### src/rtl/mem_arbiter.sv
// Two-master round-robin arbiter for the native memory bus, with a watchdog
// that completes unanswered downstream transactions with an error word.
module mem_arbiter #(
  parameter int          TIMEOUT  = 255,
  parameter logic [31:0] ERR_DATA = 32'hDEAD_BEEF
) (
  input  logic        clk,
  input  logic        reset,
  input  logic        m0_valid,
  input  logic        m0_instr,
  input  logic [31:0] m0_addr,
  input  logic [3:0]  m0_wstrb,
  input  logic [31:0] m0_wdata,
  output logic        m0_ready,
  output logic [31:0] m0_rdata,
  input  logic        m1_valid,
  input  logic        m1_instr,
  input  logic [31:0] m1_addr,
  input  logic [3:0]  m1_wstrb,
  input  logic [31:0] m1_wdata,
  output logic        m1_ready,
  output logic [31:0] m1_rdata,
  output logic        mem_valid,
  output logic        mem_instr,
  output logic [31:0] mem_addr,
  output logic [3:0]  mem_wstrb,
  output logic [31:0] mem_wdata,
  input  logic        mem_ready,
  input  logic [31:0] mem_rdata,
  output logic        err_valid,
  output logic        err_master,
  output logic [31:0] err_addr
);

  localparam int CW = $clog2(TIMEOUT);

  typedef enum logic {IDLE, BUSY} state_t;

  state_t        state, state_next;
  logic          gnt, last;
  logic [CW-1:0] cnt;
  logic          grant_req, grantee, timeout, done;

  assign grant_req = m0_valid | m1_valid;
  // On a tie the master that did not win last time goes first.
  assign grantee   = (m0_valid && m1_valid) ? ~last : m1_valid;
  assign timeout   = (cnt == CW'(TIMEOUT - 1));
  assign done      = mem_ready | timeout;

  always_ff @(posedge clk or negedge reset) begin
    if (!reset) state <= IDLE;
    else        state <= state_next;
  end

  always_comb begin
    state_next = state;
    case (state)
      IDLE: if (grant_req) state_next = BUSY;
      BUSY: if (done)      state_next = IDLE;
      default:             state_next = IDLE;
    endcase
  end

  always_comb begin
    m0_ready = 1'b0;
    m0_rdata = '0;
    m1_ready = 1'b0;
    m1_rdata = '0;
    if (state == BUSY && done) begin
      if (gnt) begin
        m1_ready = 1'b1;
        m1_rdata = mem_ready ? mem_rdata : ERR_DATA;
      end else begin
        m0_ready = 1'b1;
        m0_rdata = mem_ready ? mem_rdata : ERR_DATA;
      end
    end
  end

  always_ff @(posedge clk or negedge reset) begin
    if (!reset) begin
      gnt        <= 1'b0;
      last       <= 1'b1;
      cnt        <= '0;
      mem_valid  <= 1'b0;
      mem_instr  <= 1'b0;
      mem_addr   <= '0;
      mem_wstrb  <= '0;
      mem_wdata  <= '0;
      err_valid  <= 1'b0;
      err_master <= 1'b0;
      err_addr   <= '0;
    end else begin
      err_valid <= 1'b0;
      case (state)
        IDLE: begin
          if (grant_req) begin
            mem_valid <= 1'b1;
            mem_instr <= grantee ? m1_instr : m0_instr;
            mem_addr  <= grantee ? m1_addr  : m0_addr;
            mem_wstrb <= grantee ? m1_wstrb : m0_wstrb;
            mem_wdata <= grantee ? m1_wdata : m0_wdata;
            gnt       <= grantee;
            last      <= grantee;
            cnt       <= '0;
          end
        end
        BUSY: begin
          // A real response takes precedence over an expiring watchdog.
          if (mem_ready) begin
            mem_valid <= 1'b0;
          end else if (timeout) begin
            mem_valid  <= 1'b0;
            err_valid  <= 1'b1;
            err_master <= gnt;
            err_addr   <= mem_addr;
          end else begin
            cnt <= cnt + CW'(1);
          end
        end
        default: mem_valid <= 1'b0;
      endcase
    end
  end

endmodule
### config.mk
export PLATFORM = sky130hd
export DESIGN_NAME = mem_arbiter
export DESIGN_NICKNAME = d
export VERILOG_FILES = /design/src/rtl/mem_arbiter.sv
export SDC_FILE = /design/constraint.sdc
export NUM_CORES = 1
export LEC_CHECK = 0
export BUFFER_PORTS_ARGS = -buffer_cell sky130_fd_sc_hd__buf_4
export CAP_MARGIN = 20
export CORE_AREA = 2 2 135 137
export DETAILED_ROUTE_END_ITERATION = 10
export DIE_AREA = 0 0 137 139
export GPL_TIMING_DRIVEN = 1
export PLACE_DENSITY = 0.64
export SYNTH_ARGS = -nofsm -noshare
export SYNTH_HDL_FRONTEND = slang
export SYNTH_SLANG_ARGS = --single-unit
### constraint.sdc
create_clock -name clk -period 1.65 [get_ports clk]
set_input_delay 0.165 -clock clk [delete_from_list [all_inputs] [get_ports clk]]
set_output_delay 0.165 -clock clk [all_outputs]
set_load 0.1 [all_outputs]
* Word level (Yosys, flattened, before mapping)
Cells that the tools add are included.
Cells by class: add/subtract/negate cells 1, equal/unequal tests 5, multiplexer cells 28, bitwise gates (word level) 5, reductions and logical operators 6
Operator list (count):
- 32-bit two-way mux | 7
- 8-bit two-way mux | 3
- 8-bit case mux with 2 select lines | 1
- 1-bit two-way mux | 14
- 8-bit by 1-bit adder with 8-bit output (second input constant) | 1
- 8-bit == test (second input constant) | 1
- 2-bit != test (second input constant) | 3
- 3-bit AND reduction | 2
- 4-bit two-way mux | 1
- 1-bit case mux with 2 select lines | 2
- 2-bit AND reduction | 2
- 3-bit by 2-bit != test with 1-bit output (second input constant) | 1
- 1-bit NOT | 3
- 1-bit logical AND | 2
- 1-bit bitwise OR | 2
Storage, ports and cells: bits in registers 115, output and inout bits 170

* Logic depth before layout (Yosys ltp)
Gate-level depths: netlist of run 1.
word-level depth 4, depth in mapped cells 8

* Worst setup path after synthesis of run 1
Ideal clock, no wire load.
kind register to output, start point register cnt[0], end point output port m0_rdata[24], arrival 3.475 ns, path slack -1.990 ns, stages on the path, launching flop included 9, path buffers 3, path through dfrtp_1 inv_1 ha_1 and4_1 buf_2 a22oi_2 buf_2 buf_2 nor3_1
Between the ends: longest elaborated chain between the ends 4
RTL lines:
- from (decl) | RTL line 41 | logic [CW-1:0] cnt;
- from (signal assigned) | RTL line 118 | cnt <= cnt + CW'(1);
- 8-bit == test | RTL line 47 | assign timeout = (cnt == CW'(TIMEOUT - 1));
- 1-bit bitwise OR | RTL line 48 | assign done = mem_ready | timeout;
- 1-bit logical AND | RTL line 69 | if (state == BUSY && done) begin
- 32-bit two-way mux | RTL line 69
- to (decl) | RTL line 15 | output logic [31:0] m0_rdata,
No other way between the ends.

* Worst setup path after layout of run 1
start point register cnt[1], end point output port m0_rdata[16]
The elaborated chain is that of the path after synthesis.

==> results.yml, run 1 <==
clocking:
  clk_latency_ps: 400
  cts-buffers-inserted: 17
  clkTransAtPathRegs_ps: 60
  cts_root_buf: "clkbuf_16"
  cts.htree.levels: 4
  clockBufferDepth: 2
  cts_tree: "yes"
  cts_sinks: 115
logic_synthesis:
  synth.most_common_cell: "dfrtp_1"
  yosys_register_bits: 115
  yosysSeqAreaShare_pct: 50.6
  syn_inst: 564
  synth_cell_types: 41
  synth_top_area_share_pct: 50.1
  synthTopCellsByCount: "114 x dfrtp_1, 85 x nand2_1, 71 x o21ai_0"
  syn_nets: 741
  syn_area_per_cell_um2: 10.1
  synth-async-reset-ratio_pct: 100
  synth_area_um2: 5690
  synth.area.top_cells: "dfrtp_1 50%, mux2i_1 12%, o21ai_0 6.2%"
  yosys_warnings: 0
  synth_edf_count: 0
  synth_top_area_cell: "dfrtp_1"
  ys.flop_type: "dfrtp_1"
routing:
  ant_nets: 0
  routed_via_density: 4.77
  wl_per_cell_um: 17.5
  drt_iter0_drc: 186
  firstDrtPassIters: 4
  num_vias: 5844
  route.detailed.drc: 0
  wl_um: 21400
grt:
  use_met1_pct: 26.2
  antenna_found_initial: 0
  grt.total_usage_pct: 22.7
  grt_overflow: 0
  grt_pass1_wl_um: 33300
  use_met3_pct: 7.38
  busiest_layer: "met2"
  grt_pass1_vias: 6033
  grt_max_degree: 85
  met2_usage_pct: 40.6
worst_setup_path:
  startpoint_type: "flop"
  worst_setup_path_end_kind: "primary output"
  critPathArrivalTime_ps: 2050
  worstPathRequired_ps: 1480
  crit_fanout: 7
  critPathKind: "reg -> out"
timing:
  relSlewSlack_pct: 66.0
  finalSetupViolCount: 99
  rsz0062_at_grt: "true"
  fin_crit_ps: 2220
  fmax_ghz: 0.451
  hold_slack_ps: 45.4
  fin_skew_ps: 8.10
  report.final.slew_viol_count: 0
  hold_viol_final: 0
  finalSetupTns_ps: -38360
  final.period_utilization_pct: 134
  setup_ws_ps: -566
  max_slew.worst_pin.slew_ps: 510
placed_design:
  port_buffers: 344
  place.gp.congestion: 0.837
  dp.final_hpwl_um: 15200
die:
  rows: 49
  ioPinCount: 345
  die_h_um: 139
  core_um2: 17700
  start_util_pct: 32.2
  dieWidth_um: 137
  die_area_um2: 19000
final_layout:
  diodes: 0
  drive_gt1_share_pct: 59.3
  fillers: 1345
  fin_nets: 1161
  syn2layout_area_growth_pct: 108
pwr:
  p_sw_mw: 7.49
  comb_power_share_pct: 52.1
  p_per_area_nw_per_um2: 1310
  power.total_mw: 15.5
  peakVddDrop_uv: 717
  switching_share_pct: 48.3
  seqPwrFrac_pct: 23.3
  power_leakage_nw: 5.61
  pwr-share-clk_pct: 24.6
  p_int_mw: 8.02
outcome:
  violations: "setup timing"
  outcome: "finished, violations left"
hold_path:
  hp-class: "in -> reg"
job:
  drv_cap: 0
-- layer usage --
metal	share of wire (%)	up-vias
met2	53	241
met3	8.6	20
li1	-	2835
met1	37	2748
met5	0	-
met4	1.2	0
-- stage by stage --
step | utilization [%] | instances | cell area, µm² | setup WS, ps
floorplan | - | 564 | 6520 | -603
global placement | 56.6 | 1176 | 9990 | -203
detailed placement | 56.6 | 1176 | 9990 | -240
CTS | 66.2 | 1219 | 11700 | -602
global route | 67.2 | 1225 | 11900 | -637
finish | 67.2 | 1225 | 11900 | -566
-- worst max-delay path, cell delays in order (launching register included) --
cell and delay (ps):
dfrtp_2 420, ha_4 160, and4_4 180, a22oi_2 260, buf_6 230, buf_12 160
nor3_4 50, buf_12 180
-- registers in the layout (all words and copies together) (netlist names) --
| signal | count |
|---|---|
| cnt | 8 |
| err_addr | 32 |
| err_master | 1 |
| err_valid | 1 |
| gnt | 1 |
| last | 1 |
| mem_addr | 32 |
| mem_instr | 1 |
| mem_valid | 1 |
| mem_wdata | 32 |
| mem_wstrb | 4 |
| state | 1 |
-- cell type report --
cell class	instances	area, µm²	share of cell area, %
Inverter	6	22.5	0.190
Timing Repair Buffer	448	4570	38.5
Clock buffer	18	439	3.70
Clock inverter	13	174	1.47
Multi-Input combinational cell	396	3480	29.4
Sequential cell	115	2880	24.3
Tap cell	229	287	2.42
-- power by group through the flow --
stage,sequential (mW),clock [mW],combinational (mW)
final,3.61,3.81,8.08
after global routing,3.68,4.04,8.39
after CTS,3.61,3.88,8.06
after detailed placement,3.65,0,7.59
after global placement,3.63,0,7.55
after floorplan,6.59,0,2.57
-- path summary, 6_finish.rpt --
| kind | from | end | slack (ps) | cells after the start |
|---|---|---|---|---|
| setup / recovery | cnt[1] | m0_rdata[16] | -570 | 7 |
| hold / removal | m0_addr[8] | mem_addr[8] | 50 | 3 |
| setup reg to reg | cnt[0] | err_addr[27] | -200 | 10 |
| hold reg to reg | mem_wdata[19] | mem_wdata[19] | 480 | 2 |
| max in group asynchronous | reset | last | 790 | 3 |
| min in group asynchronous | reset | err_addr[16] | 280 | 2 |
-- placed cells by master (no fill, tap or decap), types with 3 or more instances in the layout --
master      Yosys  layout
buf_6           3       8
o21ai_0        71      71
bufinv_16       0       3
clkbuf_16       0      18
nand3_1         6       6
nor3_4          0      64
dfrtp_1       114     112
buf_12          0      84
or4_1           3       3
a21oi_1         3       3
nor2b_1        25      25
o211ai_1        4       4
inv_1           6       4
and3_1          3       3
buf_4           0     348
mux2_4          0      33
nand2_1        85      84
clkinvlp_4      0       3
inv_6           0       5
buf_16          0       5
mux2i_1        70      69
-- cell families after synthesis --
kind of cell | count (synthesis) | share of synthesized area (%)
compound gates | 92 | 9.12
fa+ha+maj | 2 | 0.439
buf+inv | 53 | 4.24
flops | 115 | 50.6
mux | 103 | 18.8
simple gates | 199 | 16.8
-- what timing repair did --
action,CTS,global route
hold buffers,2,0
setup endpoints to repair,99,102
pin swaps,11,4
resized for setup,223,26
endpoints found under the hold margin,33,0
gates cloned,5,1
setup buffers,6,5
No activity file was read; power rests on OpenSTA's default activity.
==> run 2, diff against run 1 <==
--- a/config.mk
+++ b/config.mk
@@ -7,9 +7,9 @@
 export LEC_CHECK = 0
 export BUFFER_PORTS_ARGS = -buffer_cell sky130_fd_sc_hd__buf_4
 export CAP_MARGIN = 20
-export CORE_AREA = 2 2 135 137
+export CORE_AREA = 2 2 136 138
 export DETAILED_ROUTE_END_ITERATION = 10
-export DIE_AREA = 0 0 137 139
+export DIE_AREA = 0 0 138 140
 export GPL_TIMING_DRIVEN = 1
 export PLACE_DENSITY = 0.64
 export SYNTH_ARGS = -nofsm -noshare
==> run 2 against run 1 <==
  * The run still ends with setup timing left
  * Design area decreased by 1.0%
  * Critical path type unchanged
  * Clock power is 4% higher
  * Final cell count fell by 1.5%
  * Die area up 1.5%
==> results.yml, run 2 (same netlist as run 1, synthesis figures left out) <==
clocking:
  cts_root_buf: "clkbuf_16"
  cts_tree: "yes"
  cts_sinks: 115
  cts-buffers-inserted: 17
  clockBufferDepth: 2
  clkTransAtPathRegs_ps: 60
  cts.htree.levels: 4
  clk_latency_ps: 410
grt:
  antenna_found_initial: 0
  grt_overflow: 0
  grt_max_degree: 74
  grt_pass1_vias: 5767
  grt.total_usage_pct: 21.6
  grt_pass1_wl_um: 32600
timing:
  fin_skew_ps: 11.8
  relSlewSlack_pct: 62.3
  hold_viol_final: 0
  setup_ws_ps: -582
  fin_crit_ps: 2230
  max_slew.worst_pin.slew_ps: 565
  report.final.slew_viol_count: 0
  final.period_utilization_pct: 135
  finalSetupViolCount: 99
  rsz0062_at_grt: "true"
  fmax_ghz: 0.448
final_layout:
  fin_nets: 1142
  layout_common_cells: "335 x buf_4, 112 x dfrtp_1, 84 x nand2_1"
  diodes: 0
  stdcell_area_um2: 11700
  reg.largest.list: "err_addr x32, mem_addr x32, mem_wdata x32"
  syn2layout_area_growth_pct: 106
  final_common_cell: "buf_4"
  drive_gt1_share_pct: 58.8
  fin_util_pct: 66.0
die:
  start_util_pct: 32.0
  rows: 49
  dieWidth_um: 138
  die_area_um2: 19300
  core_um2: 17800
  ioPinCount: 345
  die_h_um: 140
worst_setup_path:
  critPathKind: "reg -> out"
  worstPathRequired_ps: 1480
  startpoint_type: "flop"
  rr_startpoint: "cnt[0]"
  cp-endpoint: "m0_rdata[21]"
  startpoint: "cnt[0]"
  worst_setup_path_end_kind: "primary output"
  rr_worst_depth: 8
  worstReg2RegEnd: "err_master"
  slowest_delay_ps: 390
  worst_path_most_repeated_cell: "buf_12"
  crit_fanout: 13
  critPathArrivalTime_ps: 2070
  crit_buf_inv: 4
  cp_slowest_cell: "dfrtp_1"
  cp_num_cells: 8
  crit_chain: "inv_2 > ha_4 > and4_4 > a22oi_2 > buf_12 > buf_16 > nor3_4 > buf_12"
  ff2ff_setup_slack_ps: -70
  crit_family: "buffers and inverters"
routing:
  wl_per_cell_um: 18.1
  drt_iter0_drc: 229
  wl_um: 21800
  route.detailed.drc: 0
  num_vias: 5843
  ant_nets: 0
  routed_via_density: 4.84
  firstDrtPassIters: 4
outcome:
  violations: "setup timing"
  outcome: "finished, violations left"
pwr:
  seqPwrFrac_pct: 23.2
  p_per_area_nw_per_um2: 1330
  p_int_mw: 8.15
  pwr-share-clk_pct: 25.5
  p_sw_mw: 7.49
  peakVddDrop_uv: 823
  switching_share_pct: 47.9
  power_leakage_nw: 5.53
  comb_power_share_pct: 51.3
placed_design:
  dpl_cell_area_um2: 9810
  port_buffers: 344
  place.gp.congestion: 0.812
  dp.final_hpwl_um: 14900
job:
  drv_cap: 0
hold_path:
  hp-class: "in -> reg"
run 2: cell types whose count changed in the layout (fill, tap and decap cells not counted), moves of 2 or more:
cell and change:
buf_4 -13, buf_12 -4, buf_6 -4, clkinv_4 +2, inv_6 -2
run 2: stage by stage:
stage	hold slack, ps	cells	power, mW	TNS, ps	setup WS [ps]
2_1_floorplan	-131	564	9.16	-40320	-603
3_3_place_gp	140	1155	11.1	-11500	-167
3_5_place_dp	138	1155	11.2	-13730	-197
4_1_cts	24.3	1200	15.6	-42560	-587
5_1_grt	29.0	1207	16.2	-44280	-658
6_report	38.0	1207	15.6	-35820	-582
run 2: what timing repair did:
action,4_1_cts,5_1_grt
resized for setup,168,83
endpoints found under the setup margin,99,104
pin swaps,2,11
gates cloned,4,2
hold endpoints to repair,30,0
hold buffers,2,0
setup buffers,7,7
run 2: routing by layer:
layer	global-route usage [%]	wire [µm]	vias to the layer above
met5	0	0	-
met4	7.95	692	0
met3	6.67	1740	40
met2	37.3	11100	271
met1	25.3	8320	2728
li1	-	-	2804
run 2: final cells by class:
cell class                 instances  area [µm²]
fill                            1357        6040
timing repair buffer             429        4400
tap                              229         287
sequential                       115        2880
clock inverter                    13         196
inverter                           6        22.5
multi-input combinational        396        3500
clock buffer                      19         453
run 2: power by group through the flow:
stage,clock [mW],sequential [mW],combinational [mW]
6_report,3.98,3.63,8.02
5_1_grt,4.20,3.70,8.30
4_1_cts,4.07,3.63,7.85
3_5_place_dp,0,3.67,7.49
3_3_place_gp,0,3.65,7.47
2_1_floorplan,0,6.59,2.57
run 2: tightest hold or removal path: stages:
cell     delay [ps]
buf_4            70
mux2i_1          40
o21ai_0         130
run 2: worst min path at each step:
stage                           start      endpoint  slack, ps  cells after the start
after floorplan                 reset        cnt[0]       -130                      0
after global placement          reset  mem_wdata[6]        140                      1
after detailed placement        reset  mem_wdata[6]        140                      1
after CTS                  m0_addr[9]   mem_addr[9]         20                      3
after global routing      m0_wdata[8]  mem_wdata[8]         30                      3
final                        m0_instr     mem_instr         40                      3
